**src/rtl/output_port_allocator.sv**
```systemverilog
// Per-output round-robin allocator: holds the output for a whole packet (head to tail)
// and gates every flit transfer on a downstream credit counter.
module output_port_allocator #(
  parameter int unsigned FAN_IN     = 12,
  parameter int unsigned CREDIT_MAX = 8,
  parameter int unsigned IDX_W      = $clog2(FAN_IN),
  parameter int unsigned CNT_W      = $clog2(CREDIT_MAX + 1)
) (
  input  logic              clk,
  input  logic              rst,
  input  logic [FAN_IN-1:0] req,
  input  logic [FAN_IN-1:0] tail,
  input  logic              credit_in,
  output logic [FAN_IN-1:0] gnt,
  output logic              fire,
  output logic              locked,
  output logic [IDX_W-1:0]  owner,
  output logic [CNT_W-1:0]  credits,
  output logic              err_credit_ovf
);

  localparam int unsigned      LAST_IDX = FAN_IN - 1;
  localparam logic [CNT_W-1:0] CRED_MAX = CNT_W'(CREDIT_MAX);

  typedef enum logic {
    ST_IDLE   = 1'b0,
    ST_LOCKED = 1'b1
  } state_t;

  state_t             r_state;
  logic [IDX_W-1:0]   r_owner;
  logic [IDX_W-1:0]   r_ptr;
  logic [CNT_W-1:0]   r_credits;
  logic               r_err_ovf;

  logic               w_has_credit;
  logic               w_found;
  logic [IDX_W-1:0]   w_win;
  int unsigned        w_idx;
  logic [FAN_IN-1:0]  w_gnt;
  logic [IDX_W-1:0]   w_sel;
  logic [IDX_W-1:0]   w_sel_inc;
  logic               w_fire;
  logic               w_tail;

  assign w_has_credit = (r_credits != '0);

  // Round-robin search: first requester at or above r_ptr, wrapping to 0.
  always_comb begin
    w_found = 1'b0;
    w_win   = '0;
    w_idx   = 0;
    for (int unsigned k = 0; k < FAN_IN; k++) begin
      w_idx = 32'(r_ptr) + k;
      if (w_idx >= FAN_IN) w_idx = w_idx - FAN_IN;
      if (!w_found && req[IDX_W'(w_idx)]) begin
        w_found = 1'b1;
        w_win   = IDX_W'(w_idx);
      end
    end
  end

  // Grant selection; a locked output only ever serves its owner.
  always_comb begin
    w_gnt = '0;
    w_sel = '0;
    if (!rst && w_has_credit) begin
      if (r_state == ST_IDLE) begin
        if (w_found) begin
          w_gnt[w_win] = 1'b1;
          w_sel        = w_win;
        end
      end else if (req[r_owner]) begin
        w_gnt[r_owner] = 1'b1;
        w_sel          = r_owner;
      end
    end
    w_fire    = |w_gnt;
    w_tail    = tail[w_sel];
    w_sel_inc = (w_sel == IDX_W'(LAST_IDX)) ? '0 : w_sel + IDX_W'(1);
  end

  always_ff @(posedge clk) begin
    if (rst) begin
      r_state   <= ST_IDLE;
      r_owner   <= '0;
      r_ptr     <= '0;
      r_credits <= CRED_MAX;
      r_err_ovf <= 1'b0;
    end else begin
      if (w_fire) begin
        if (w_tail) begin
          r_state <= ST_IDLE;
          r_ptr   <= w_sel_inc;
          r_owner <= '0;
        end else begin
          r_state <= ST_LOCKED;
          r_owner <= w_sel;
        end
      end

      // A transfer and a returned credit in the same cycle cancel out.
      case ({w_fire, credit_in})
        2'b10: r_credits <= r_credits - CNT_W'(1);
        2'b01: begin
          if (r_credits == CRED_MAX) r_err_ovf <= 1'b1;
          else                       r_credits <= r_credits + CNT_W'(1);
        end
        default: ;
      endcase
    end
  end

  assign gnt            = w_gnt;
  assign fire           = w_fire;
  assign locked         = (r_state == ST_LOCKED);
  assign owner          = r_owner;
  assign credits        = r_credits;
  assign err_credit_ovf = r_err_ovf;

endmodule

```
**config.mk**
```make
export PLATFORM = sky130hd
export DESIGN_NAME = output_port_allocator
export DESIGN_NICKNAME = d
export VERILOG_FILES = /design/src/rtl/output_port_allocator.sv
export SDC_FILE = /design/constraint.sdc
export NUM_CORES = 1
export LEC_CHECK = 0
export BUFFER_PORTS_ARGS = -buffer_cell sky130_fd_sc_hd__buf_2
export CAP_MARGIN = 5
export CORE_UTILIZATION = 35
export CTS_CLUSTER_DIAMETER = 30
export DETAILED_ROUTE_END_ITERATION = 16
export PLACE_DENSITY_LB_ADDON = 0.05
export SLEW_MARGIN = 10
export SYNTH_ARGS = -nofsm -noshare
export SYNTH_HDL_FRONTEND = slang
export SYNTH_SLANG_ARGS = --single-unit
```
**constraint.sdc**
```tcl
create_clock -name clk -period 8.1 [get_ports clk]
set_input_delay 1.62 -clock clk [delete_from_list [all_inputs] [get_ports clk]]
set_output_delay 1.62 -clock clk [all_outputs]
set_load 0.01 [all_outputs]
```
==> metrics.csv <==
metric,value,unit
max_cap_violations,0,
synth_xor_area_share,2.49,%
cpPeakStageDelay,780,ps
synth_top_cell_area_share,8.42,%
setup_viol,0,
synth_cell_type_count,79,
yosysSeqAreaShare,7.25,%
power,1.72,mW
cp_max_fo,18,
syn_inst,530,
avgSynthCellArea,7.29,um2
rsz0062_at_grt,no,
r2r_start,r_ptr[1],
worst_setup_path_start_kind,flip-flop,
start_util,36.8,%
detail_route.vias_per_cell,6.50,
area_growth,10.5,%
hpwl,11.5,mm
grt_pass1_vias,4270,
peakVddDrop,0.198,mV
p_leak,1.76,nW
wl_per_cell,20.2,um
antennaDiodeCount,0,
critical_path.startpoint,r_ptr[1],
core,0.0105,mm2
cts_hold_buf,0,
p_per_area,402,mW/mm2
fin_crit,7460,ps
tns,0,ps
min_period_over_period,92.1,%
layout.nets,620,
r2r_setup_slack,1090,ps
synth_edf_count,0,
syn_nets,584,
portBuffers,49,
row_count,37,
dr.pass1.iters,7,
synthMuxAreaShare,10.8,%
outcome,"complete, no violations",
synth_area_leader_cell,ha_1,
synth_top_family_by_area,compound AO/OA/AOI/OAI gates,
yosys.area_share.adder,8.94,%
drt_iter0_markers,326,
grt_max_degree,23,
r2r_end,credits[2],
critPathMostFrequentCell,inv_1,
crit_path_top_delay_cell,ha_1,
antenna_found_initial,0,
clk_pin_slew,60,ps
gr-total-overflow,0,
drive_gt1_share,17.9,%
synthSimpleGateAreaFrac,27.1,%
fmax,134,MHz
crit_arrival,5840,ps
yosysMostFrequentCell,nand2_1,
post-route-drc-count,0,
slew_headroom,45.7,%
cts-htree-levels,1,
gp_congestion,0.936,
fillers,1100,
ant_nets,0,
cts_made_buffers,3,
grt_first_pass_wirelength,22.4,mm
cp-end-kind,output pin,
cts_root_buffer,clkbuf_8,
endpoint,fire,
clock_skew,6.15,ps
track_usage,24.6,%
async_flop_share,0,%
syn_area,0.00386,mm2
reg2reg_depth,21,
clk_latency,250,ps
routed_wl,14.2,mm
via_count,4557,
ys_warn_count,0,
die_area,0.0115,mm2
cts_buffer_depth,2,
chipHeight,107,um
synth-seq-cells,14,
hold_violations,0,
cts_tree,done,
synth_compound_area_share,36.0,%
synth_common_cells,"42 x nand2_1, 38 x nor2_1, 33 x a21oi_1",
ys_top_cells_by_area,"ha_1 8.4%, mux4_2 8.2%, dfxtp_1 7.3%",
path_cells,inv_1 -> ha_1 -> mux4_2 -> a211oi_1 -> o211ai_2 -> nor4_1 -> and2_1 -> nand2_1 -> o31ai_1 -> inv_1 -> a22oi_1 -> o2111a_1 -> inv_1 -> buf_2,
fp.dieW,107,um
criticalPathCategory,reg2out,
worst_ep_required_time,6480,ps
clock-sinks,14,
slew_violations,0,
synth-main-ff-cell,dfxtp_1,
worstMarginPinSlew,807,ps
hold_class,reg2reg,
ios,50,
## cells by family after synthesis
family / after synthesis
XOR/XNOR: 11
multiplexers: 24
AO/OA/AOI/OAI: 194
adder cells (fa/ha/maj): 27
buffers and inverters: 63
flip-flops: 14
AND/OR/NAND/NOR: 197
## routing by layer
layer	global-route usage, %	part of all wire, %	wire, um	vias to the layer above
met3	0.851	6.6	943	38
li1	-	-	-	2143
met2	44.3	49	6900	218
met1	31.9	42	5920	2158
met4	7.05	3.0	421	0
met5	0	0	0	-
## layout make-up
cell class	count	area (um2)	area share [%]
flip-flops and latches	14	282	6.59
inverters	34	128	2.99
clock buffers	4	55.1	1.29
multi-input cells	453	3310	77.5
well taps	136	170	3.99
repair buffers	60	328	7.68
## metrics by stage
stage / hold slack, ps / cell area [um2] / util, % / setup slack [ps] / std cells
6_report: 476 / 4270 / 40.6 / 636 / 701
5_1_grt: 500 / 4270 / 40.6 / 206 / 701
4_1_cts: 483 / 4260 / 40.6 / 105 / 701
3_5_place_dp: 463 / 4210 / 40.0 / 410 / 697
3_3_place_gp: 458 / 4210 / 40.0 / 348 / 697
2_1_floorplan: 505 / 3860 / - / 1460 / 530
## critical path: cells and delay by family (launching register included)
| kind | cells | cell delay (ps) |
|---|---|---|
| compound gates | 5 | 1900 |
| simple gates | 3 | 980 |
| fa+ha+maj | 1 | 780 |
| buf+inv | 4 | 680 |
| mux | 1 | 660 |
| flops | 1 | 590 |
## report_power, final
part,internal [mW],switching [mW],total [mW]
Combinational,0.556,0.944,1.50
Sequential,0.0932,0.0525,0.146
Clock,0.0431,0.0266,0.0698
## timing repair
action / in CTS / in global routing
buffers inserted: 0 / 0
gates resized for setup: 0 / 2
endpoints found under the setup margin: 0 / 10
## cells in the final DEF (no fill, tap or decap), drive strengths merged, types with 4 or more instances in the layout
cell type	count
ha	26
nand4	8
nor3	21
a31oi	8
o21a	13
o21ai	29
xnor2	9
nand3	25
buf	60
o32ai	6
a21o	6
nor2	38
a21oi	34
a211oi	11
nor2b	6
a22oi	8
nand2b	7
and3	5
o31ai	8
mux4	14
inv	34
and3b	4
clkbuf	4
a311oi	5
dfxtp	14
nand2	42
o211ai	9
and2	8
mux2i	7
nor4	12
o21bai	4
o22ai	9
or3	7
## worst min-delay path by stage
stage	start	to	slack, ps	cells after the start
2_1_floorplan	err_credit_ovf	err_credit_ovf	500	2
4_1_cts	err_credit_ovf	err_credit_ovf	480	2
3_3_place_gp	err_credit_ovf	err_credit_ovf	460	2
6_report	err_credit_ovf	err_credit_ovf	480	2
3_5_place_dp	err_credit_ovf	err_credit_ovf	460	2
5_1_grt	err_credit_ovf	err_credit_ovf	500	2
## flip-flops by register name, indices dropped and copies added (netlist names)
| register | flops |
|---|---|
| credits | 4 |
| err_credit_ovf | 1 |
| locked | 1 |
| owner | 4 |
| r_ptr | 4 |
Note: power is estimated with default switching activity, not from simulation.
